<file path="config.mk">
export PLATFORM = sky130hd
export DESIGN_NAME = rom_rd_arbiter_flat
export DESIGN_NICKNAME = d
export VERILOG_FILES = /design/src/rtl/rom_rd_arbiter_if.sv /design/src/rtl/rom_rd_arbiter.sv /design/src/flat_wrapper.sv
export SDC_FILE = /design/constraint.sdc
export NUM_CORES = 1
export LEC_CHECK = 0
export BUFFER_PORTS_ARGS = -buffer_cell sky130_fd_sc_hd__buf_4
export CAP_MARGIN = 0
export CORE_MARGIN = 2
export CORE_UTILIZATION = 47
export CTS_CLUSTER_DIAMETER = 100
export DETAILED_ROUTE_END_ITERATION = 16
export GPL_TIMING_DRIVEN = 0
export PLACE_DENSITY = 0.77
export SLEW_MARGIN = 20
export SYNTH_ARGS = -nofsm -noshare
export SYNTH_HDL_FRONTEND = slang
export SYNTH_SLANG_ARGS = --single-unit
</file>
<file path="constraint.sdc">
create_clock -name i_clk -period 2.3 [get_ports i_clk]
set_clock_uncertainty 0.1 [all_clocks]
set_input_delay 0.23 -clock i_clk [delete_from_list [all_inputs] [get_ports i_clk]]
set_output_delay 0.23 -clock i_clk [all_outputs]
set_load 0.02 [all_outputs]
</file>
<file path="src/rtl/rom_rd_arbiter_if.sv">
// rom_rd_arbiter_if: bundle of the two requester channels and the ROM port of rom_rd_arbiter.
//   req0_*/rsp0_* : port 0 request (vld/addr/rdy) and response (vld/data/rdy)
//   req1_*/rsp1_* : port 1 request and response, same shape as port 0
//   rom_*         : ROM enable/address out of the arbiter, read data back in
// Modports: slave = the arbiter itself, master = requesters plus the ROM.
interface rom_rd_arbiter_if #(
  parameter int unsigned ADDR_W = 4,
  parameter int unsigned DATA_W = 8
);
  logic              req0_vld;
  logic [ADDR_W-1:0] req0_addr;
  logic              req0_rdy;
  logic              rsp0_vld;
  logic [DATA_W-1:0] rsp0_data;
  logic              rsp0_rdy;

  logic              req1_vld;
  logic [ADDR_W-1:0] req1_addr;
  logic              req1_rdy;
  logic              rsp1_vld;
  logic [DATA_W-1:0] rsp1_data;
  logic              rsp1_rdy;

  logic              rom_en;
  logic [ADDR_W-1:0] rom_addr;
  logic [DATA_W-1:0] rom_data;

  modport slave (
    input  req0_vld, req0_addr, rsp0_rdy,
    input  req1_vld, req1_addr, rsp1_rdy,
    input  rom_data,
    output req0_rdy, rsp0_vld, rsp0_data,
    output req1_rdy, rsp1_vld, rsp1_data,
    output rom_en, rom_addr
  );

  modport master (
    output req0_vld, req0_addr, rsp0_rdy,
    output req1_vld, req1_addr, rsp1_rdy,
    output rom_data,
    input  req0_rdy, rsp0_vld, rsp0_data,
    input  req1_rdy, rsp1_vld, rsp1_data,
    input  rom_en, rom_addr
  );
endinterface

</file>
<file path="src/rtl/rom_rd_arbiter.sv">
// rom_rd_arbiter: two-port round-robin arbiter in front of a single combinational-read ROM.
// One read is in flight at a time: IDLE (grant) -> READ (ROM enabled one cycle, data captured)
// -> RESP (response held until the winner consumes it).
// Ports:
//   i_clk   : clock, rising edge
//   i_rst_n : asynchronous reset, active low
//   bus     : rom_rd_arbiter_if.slave, request/response channels for ports 0/1 and the ROM port
module rom_rd_arbiter #(
  parameter int unsigned ADDR_W = 4,
  parameter int unsigned DATA_W = 8
) (
  input  logic            i_clk,
  input  logic            i_rst_n,
  rom_rd_arbiter_if.slave bus
);

  typedef enum logic [1:0] {StIdle, StRead, StResp} state_e;

  state_e            state_q;
  logic              rr_q;       // port favoured when both request
  logic              win_q;      // port owning the in-flight read
  logic [ADDR_W-1:0] addr_q;     // doubles as the ROM address output
  logic              rom_en_q;
  logic              rsp0_vld_q;
  logic              rsp1_vld_q;
  logic [DATA_W-1:0] rsp0_data_q;
  logic [DATA_W-1:0] rsp1_data_q;

  logic gnt0;
  logic gnt1;
  logic rsp_take;

  // Grant is combinational so a request is acknowledged in the cycle it is seen in IDLE.
  // Qualified with i_rst_n so ready is forced low while reset is held.
  assign gnt0 = i_rst_n && (state_q == StIdle) && bus.req0_vld && (!bus.req1_vld || !rr_q);
  assign gnt1 = i_rst_n && (state_q == StIdle) && bus.req1_vld && (!bus.req0_vld || rr_q);

  assign rsp_take = win_q ? bus.rsp1_rdy : bus.rsp0_rdy;

  always_ff @(posedge i_clk or negedge i_rst_n) begin
    if (!i_rst_n) begin
      state_q     <= StIdle;
      rr_q        <= 1'b0;
      win_q       <= 1'b0;
      addr_q      <= '0;
      rom_en_q    <= 1'b0;
      rsp0_vld_q  <= 1'b0;
      rsp1_vld_q  <= 1'b0;
      rsp0_data_q <= '0;
      rsp1_data_q <= '0;
    end else begin
      case (state_q)
        StIdle: begin
          if (gnt0 || gnt1) begin
            addr_q   <= gnt1 ? bus.req1_addr : bus.req0_addr;
            win_q    <= gnt1;
            rom_en_q <= 1'b1;
            state_q  <= StRead;
          end
        end
        StRead: begin
          rom_en_q <= 1'b0;
          if (win_q) begin
            rsp1_data_q <= bus.rom_data;
            rsp1_vld_q  <= 1'b1;
          end else begin
            rsp0_data_q <= bus.rom_data;
            rsp0_vld_q  <= 1'b1;
          end
          state_q <= StResp;
        end
        StResp: begin
          if (rsp_take) begin
            rsp0_vld_q <= 1'b0;
            rsp1_vld_q <= 1'b0;
            rr_q       <= ~win_q;  // the loser gets priority next time
            state_q    <= StIdle;
          end
        end
        default: begin
          rom_en_q <= 1'b0;
          state_q  <= StIdle;
        end
      endcase
    end
  end

  assign bus.req0_rdy  = gnt0;
  assign bus.req1_rdy  = gnt1;
  assign bus.rom_en    = rom_en_q;
  assign bus.rom_addr  = addr_q;
  assign bus.rsp0_vld  = rsp0_vld_q;
  assign bus.rsp1_vld  = rsp1_vld_q;
  assign bus.rsp0_data = rsp0_data_q;
  assign bus.rsp1_data = rsp1_data_q;

endmodule

</file>
<file path="src/flat_wrapper.sv">
// flat-port wrapper written by rule: the top's interface ports become plain ports
module rom_rd_arbiter_flat 
#(
  parameter int unsigned ADDR_W = 4,
  parameter int unsigned DATA_W = 8
)
  (i_clk, i_rst_n, bus_req0_vld, bus_req0_addr, bus_rsp0_rdy, bus_req1_vld, bus_req1_addr, bus_rsp1_rdy, bus_rom_data, bus_req0_rdy, bus_rsp0_vld, bus_rsp0_data, bus_req1_rdy, bus_rsp1_vld, bus_rsp1_data, bus_rom_en, bus_rom_addr);
  rom_rd_arbiter_if #(.ADDR_W(ADDR_W), .DATA_W(DATA_W)) bus_i ();
  input  logic i_clk;
  input  logic i_rst_n;
  input wire logic [$bits(bus_i.req0_vld)-1:0] bus_req0_vld;
  input wire logic [$bits(bus_i.req0_addr)-1:0] bus_req0_addr;
  input wire logic [$bits(bus_i.rsp0_rdy)-1:0] bus_rsp0_rdy;
  input wire logic [$bits(bus_i.req1_vld)-1:0] bus_req1_vld;
  input wire logic [$bits(bus_i.req1_addr)-1:0] bus_req1_addr;
  input wire logic [$bits(bus_i.rsp1_rdy)-1:0] bus_rsp1_rdy;
  input wire logic [$bits(bus_i.rom_data)-1:0] bus_rom_data;
  output wire logic [$bits(bus_i.req0_rdy)-1:0] bus_req0_rdy;
  output wire logic [$bits(bus_i.rsp0_vld)-1:0] bus_rsp0_vld;
  output wire logic [$bits(bus_i.rsp0_data)-1:0] bus_rsp0_data;
  output wire logic [$bits(bus_i.req1_rdy)-1:0] bus_req1_rdy;
  output wire logic [$bits(bus_i.rsp1_vld)-1:0] bus_rsp1_vld;
  output wire logic [$bits(bus_i.rsp1_data)-1:0] bus_rsp1_data;
  output wire logic [$bits(bus_i.rom_en)-1:0] bus_rom_en;
  output wire logic [$bits(bus_i.rom_addr)-1:0] bus_rom_addr;
  assign bus_i.req0_vld = bus_req0_vld;
  assign bus_i.req0_addr = bus_req0_addr;
  assign bus_i.rsp0_rdy = bus_rsp0_rdy;
  assign bus_i.req1_vld = bus_req1_vld;
  assign bus_i.req1_addr = bus_req1_addr;
  assign bus_i.rsp1_rdy = bus_rsp1_rdy;
  assign bus_i.rom_data = bus_rom_data;
  assign bus_req0_rdy = bus_i.req0_rdy;
  assign bus_rsp0_vld = bus_i.rsp0_vld;
  assign bus_rsp0_data = bus_i.rsp0_data;
  assign bus_req1_rdy = bus_i.req1_rdy;
  assign bus_rsp1_vld = bus_i.rsp1_vld;
  assign bus_rsp1_data = bus_i.rsp1_data;
  assign bus_rom_en = bus_i.rom_en;
  assign bus_rom_addr = bus_i.rom_addr;
  rom_rd_arbiter #(.ADDR_W(ADDR_W), .DATA_W(DATA_W)) u_core (.i_clk(i_clk), .i_rst_n(i_rst_n), .bus(bus_i));
endmodule
</file>
==> Word level (Yosys, flattened, before mapping) <==
Cells that the tools add are included.
{ "op_classes": {"eq_ne": 6, "mux": 12, "bitwise": 2, "n_reduce_logical": 21} }
{ "ops": {"columns": ["cell", "n"], "rows": [
  ["2-bit AND reduction", 6],
  ["1-bit case mux with 2 select lines", 3],
  ["2-bit case mux with 3 select lines", 1],
  ["3-bit AND reduction", 2],
  ["1-bit logical AND", 5],
  ["1-bit 2-to-1 mux", 5],
  ["2-bit 2-to-1 mux", 2],
  ["4-bit 2-to-1 mux", 1],
  ["2-bit by 1-bit != test with 1-bit output (second input constant)", 2],
  ["2-bit != test (second input constant)", 2],
  ["1-bit zero test", 3],
  ["1-bit logical OR", 3],
  ["2-bit by 1-bit equality test with 1-bit output (second input constant)", 1],
  ["2-bit equality test (second input constant)", 1],
  ["2-bit zero test", 1],
  ["1-bit inverter", 2],
  ["2-bit nonzero test", 1]
]} }
{ "word_totals": {"regBits": 27, "wordCells": 50} }

==> Longest topological paths before layout <==
{ "depth": {"ltp_word": 7, "depth_mapped": 6, "mapped_depth_nobuf": 5} }

==> Worst setup path after synthesis <==
Ideal clock, no wire load.
{ "synth_path": {"path_type": "flip-flop to flip-flop", "from": "register u_core.state_q[0]", "to": "register u_core.addr_q[0], in the netlist u_core.bus.rom_addr[0]", "arrival_time_ns": 1.474, "t_required_ns": 2.074, "setup_slack_ns": 0.600, "stages_incl_launch_ff": 7, "path_buffers": 1, "period_less_slack_ns": 1.700, "cell_sequence": "dfrtp_1 > inv_1 > ha_1 > nand3_2 > or2_0 > buf_2 > a221o_1"} }
{ "synth_via": {"elab_chain_len": 6} }
{ "synth_rtl": {"columns": ["element", "line_no", "rtl"], "rows": [
  ["start: declaration", "rom_rd_arbiter.sv:19", "state_e state_q;"],
  ["start signal: assignment", "rom_rd_arbiter.sv:42", "state_q <= StIdle;"],
  ["start signal: assignment", "rom_rd_arbiter.sv:58", "state_q <= StRead;"],
  ["start signal: assignment", "rom_rd_arbiter.sv:70", "state_q <= StResp;"],
  ["2-bit zero test *", "rom_rd_arbiter.sv:35, rom_rd_arbiter.sv:36, rom_rd_arbiter.sv:52", null],
  ["1-bit logical AND", "rom_rd_arbiter.sv:35, rom_rd_arbiter.sv:36", null],
  ["1-bit logical AND, on equally long branches (2 in a row)", "rom_rd_arbiter.sv:35, rom_rd_arbiter.sv:36", null],
  ["1-bit logical OR", "rom_rd_arbiter.sv:54", "if (gnt0 || gnt1) begin"],
  ["2-bit AND reduction (no source line)", null, null],
  ["end signal: assignment", "rom_rd_arbiter.sv:55", "addr_q <= gnt1 ? bus.req1_addr : bus.req0_addr;"],
  ["end: declaration", "rom_rd_arbiter.sv:22", "logic [ADDR_W-1:0] addr_q;"]
]} }
Mark *: on every way between the ends. The rest lies on a longest branch, timed or not.
A chain may end at the register's enable or synchronous reset.

==> Final worst setup path <==
{ "layout_path": {"from": "register u_core.state_q[0]", "to": "output port bus_req1_rdy"} }
{ "layout_via": {"elab_chain_len": 4} }
{ "layout_rtl": {"columns": ["element", "line_no", "rtl"], "rows": [
  ["2-bit zero test", "rom_rd_arbiter.sv:36", "assign gnt1 = i_rst_n && (state_q == StIdle) && bus.req1_vld && (!bus.req0_vld || rr_q);"],
  ["1-bit logical AND (3 in a row)", "rom_rd_arbiter.sv:36", null],
  ["end: declaration", "flat_wrapper.sv:21", "output wire logic [$bits(bus_i.req1_rdy)-1:0] bus_req1_rdy;"]
]} }
Every way passes these cells.

==> impl_metrics.env <==
export IMPL_syn_area_mm2=0.00122
export IMPL_wl_met1_um=934
export IMPL_yosysMostFrequentCell="dfrtp_1"
export IMPL_arrival_ps=1790
export IMPL_drv_cap=0
export IMPL_viasPerCell=5.23
export IMPL_power_frac_clock_pct=8.9
export IMPL_synth_simple_area_share_pct=9.21
export IMPL_final_layout_size_suffix_gt1_share_pct=49.3
export IMPL_rsz0062_at_grt="no"
export IMPL_syn_to_final_growth_pct=35.9
export IMPL_p_sw_w=0.000878
export IMPL_grt_start_max_net_pins=32
export IMPL_yosysWarnings=0
export IMPL_end_kind="primary output"
export IMPL_tightest_slew_ps=567
export IMPL_die_area_mm2=0.00303
export IMPL_grt_pass1_wl_mm=3.85
export IMPL_intPower_w=0.00137
export IMPL_drc=0
export IMPL_grt_overflow_total=0
export IMPL_place_congestion=0.668
export IMPL_synth_seq_area_share_pct=55.3
export IMPL_synth_top_family_by_area="multiplexers"
export IMPL_crit_fanout=7
export IMPL_synth_top_area_share_pct=55.3
export IMPL_grt_use_total_pct=17.9
export IMPL_core_mm2=0.00248
export IMPL_min_path_cells=2
export IMPL_seq_power_share_pct=37.1
export IMPL_p_total_w=0.00225
export IMPL_clock_sinks=27
export IMPL_timing_setup_tns_ps=0
export IMPL_met3_wirelength_um=209
export IMPL_finalHoldViolCount=0
export IMPL_cts_tree="done"
export IMPL_synth_compound_area_share_pct=10.0
export IMPL_slew_headroom_pct=62.1
export IMPL_initial_core_util_pct=49.3
export IMPL_postRouteAntennaNets=0
export IMPL_cts_buffer_depth=2
export IMPL_switching_share_pct=39.0
export IMPL_synthTopCellsByArea="dfrtp_1 55%, mux2_2 16%, ha_1 4.1%"
export IMPL_cts_buffers=3
export IMPL_crit_type="reg2out"
export IMPL_fin_crit_ps=2120
export IMPL_powerDensity_mw_per_mm2=1350
export IMPL_cp_start_kind="flop"
export IMPL_wl_mm=2.43
export IMPL_post_drt_wl_per_cell_um=13.8
export IMPL_fp_row_count=18
export IMPL_max_freq_mhz=473
export IMPL_power_leakage_nw=0.813
export IMPL_muxShareOfSynthArea_pct=18.1
export IMPL_top_layer_used="met4"
export IMPL_clock_latency_ps=320
export IMPL_fp_dieH_um=55
export IMPL_synthAdderAreaFrac_pct=4.09
export IMPL_final_nets=173
export IMPL_outcome="complete, no violations"
export IMPL_synth_area_leader_cell="dfrtp_1"
export IMPL_ios=47
export IMPL_ys_types=25
export IMPL_synthFlopType="dfrtp_1"
export IMPL_synthCells=95
export IMPL_via_count=920
export IMPL_synth_area_per_cell_um2=12.9
export IMPL_clock_root_buffer="clkbuf_4"
export IMPL_crit_required_ps=1970
export IMPL_syn_nets=121
export IMPL_synthXorXnorAreaFrac_pct=0
export IMPL_netlist_top_cells_count="27 x dfrtp_1, 17 x mux2_2, 7 x inv_1"
export IMPL_port_buffers=46
export IMPL_drv_slew=0
export IMPL_die_w_um=55
export IMPL_route_met2_wl_mm=1.27
export IMPL_peakVddDrop_v=0.000801
export IMPL_hpwl_mm=1.90
export IMPL_synthArstFlopShare_pct=100
export IMPL_first_pass_iters=2
export IMPL_grt_pass1_vias=910
export IMPL_finalSetupViolCount=0
export IMPL_antenna_cells=0
export IMPL_cts_setup_buffers=0
export IMPL_fin_crit_sh_pct=92.0
export IMPL_htree_num_levels=1
export IMPL_combPwrFrac_pct=54.0
export IMPL_drtIter0Drc=3
export IMPL_r2r_cells=5
export IMPL_synth_edf_count=0
export IMPL_holdCritPathClass="in2reg"
export IMPL_ys_ff_latch=27
export IMPL_antenna_found_initial=0
export IMPL_clk_pin_slew_ps=140
final timing paths:
path / slack [ps] / from / endpoint
hold reg to reg: 430 / u_core.bus.rsp0_data[1] / u_core.bus.rsp0_data[1]
hold / removal: 40 / bus_rom_data[3] / u_core.bus.rsp0_data[3]
min in group asynchronous: 220 / i_rst_n / u_core.state_q[1]
setup / recovery: 180 / u_core.state_q[0] / bus_req1_rdy
max in group asynchronous: 1670 / i_rst_n / u_core.bus.rsp1_data[1]
setup reg to reg: 470 / u_core.state_q[0] / u_core.state_q[1]
registers in the layout, summed over array words and instances (netlist names):
signal / cells
u_core.bus.rom_addr: 4
u_core.bus.rom_en: 1
u_core.bus.rsp0_data: 8
u_core.bus.rsp0_vld: 1
u_core.bus.rsp1_data: 8
u_core.bus.rsp1_vld: 1
u_core.rr_q: 1
u_core.state_q: 2
u_core.win_q: 1
stage by stage:
| step | cell area (um2) | util [%] | setup WS [ps] | cells | hold WS (ps) |
|---|---|---|---|---|---|
| 5_1_grt | 1660 | 67.1 | 11.3 | 176 | 23.7 |
| 2_1_floorplan | 1220 | - | 600 | 95 | -166 |
| 4_1_cts | 1650 | 66.4 | 34.1 | 176 | 31.8 |
| 3_3_place_gp | 1610 | 64.8 | 416 | 171 | 70.4 |
| 6_report | 1660 | 67.1 | 185 | 176 | 40.9 |
| 3_5_place_dp | 1610 | 64.8 | 354 | 171 | 76.3 |
metal layers:
metal / vias up / GRT usage, %
met5: - / 0
met4: 0 / 6.10
met3: 2 / 3.76
met2: 36 / 33.9
met1: 442 / 19.6
li1: 440 / -
cells in the final DEF (no fill, tap or decap), drive strengths merged, types with 2 or more instances in the layout:
master	n
nor2b	2
o21ai	2
mux2i	3
nand2	4
a21oi	3
buf	48
clkbuf	4
and2	4
nor3b	4
dfrtp	27
inv	7
ha	4
a221o	4
mux2	17
power groups by stage:
stage	Combinational [W]	Sequential [W]	Clock (W)
final	0.00121	0.000835	0.000200
after global routing	0.00133	0.000860	0.000228
after CTS	0.00121	0.000836	0.000210
after detailed placement	0.00120	0.000845	0
after global placement	0.00117	0.000835	0
after floorplan	0.000494	0.00107	0
timing repair:
item,in CTS,in global routing
endpoints found under the hold margin,27,0
endpoints found under the setup margin,0,1
gates resized for setup,0,3
hold buffers,1,0
cell type report:
class | instances | area, um2
Buffer | 3 | 13.8
Inverter | 7 | 26.3
Tap cell | 30 | 37.5
Sequential cell | 27 | 676
Fill cell | 192 | 816
Multi-Input combinational cell | 58 | 519
Clock inverter | 1 | 7.51
Clock buffer | 3 | 22.5
Timing Repair Buffer | 47 | 359
worst max-delay path, cell delays in order (launching register included):
cell     delay (ps)
dfrtp_1         430
inv_1           160
ha_4            200
nand3_2         110
or2_0           220
buf_2           160
inv_1            60
buf_4           130
logic make-up (layout without fill, tap and decap cells):
family,Yosys count,after routing
mux,20,20
flops,27,27
compound gates,16,16
simple gates,18,18
fa+ha+maj,4,4
buf+inv,10,61
Note: power is estimated with default switching activity, not from simulation.
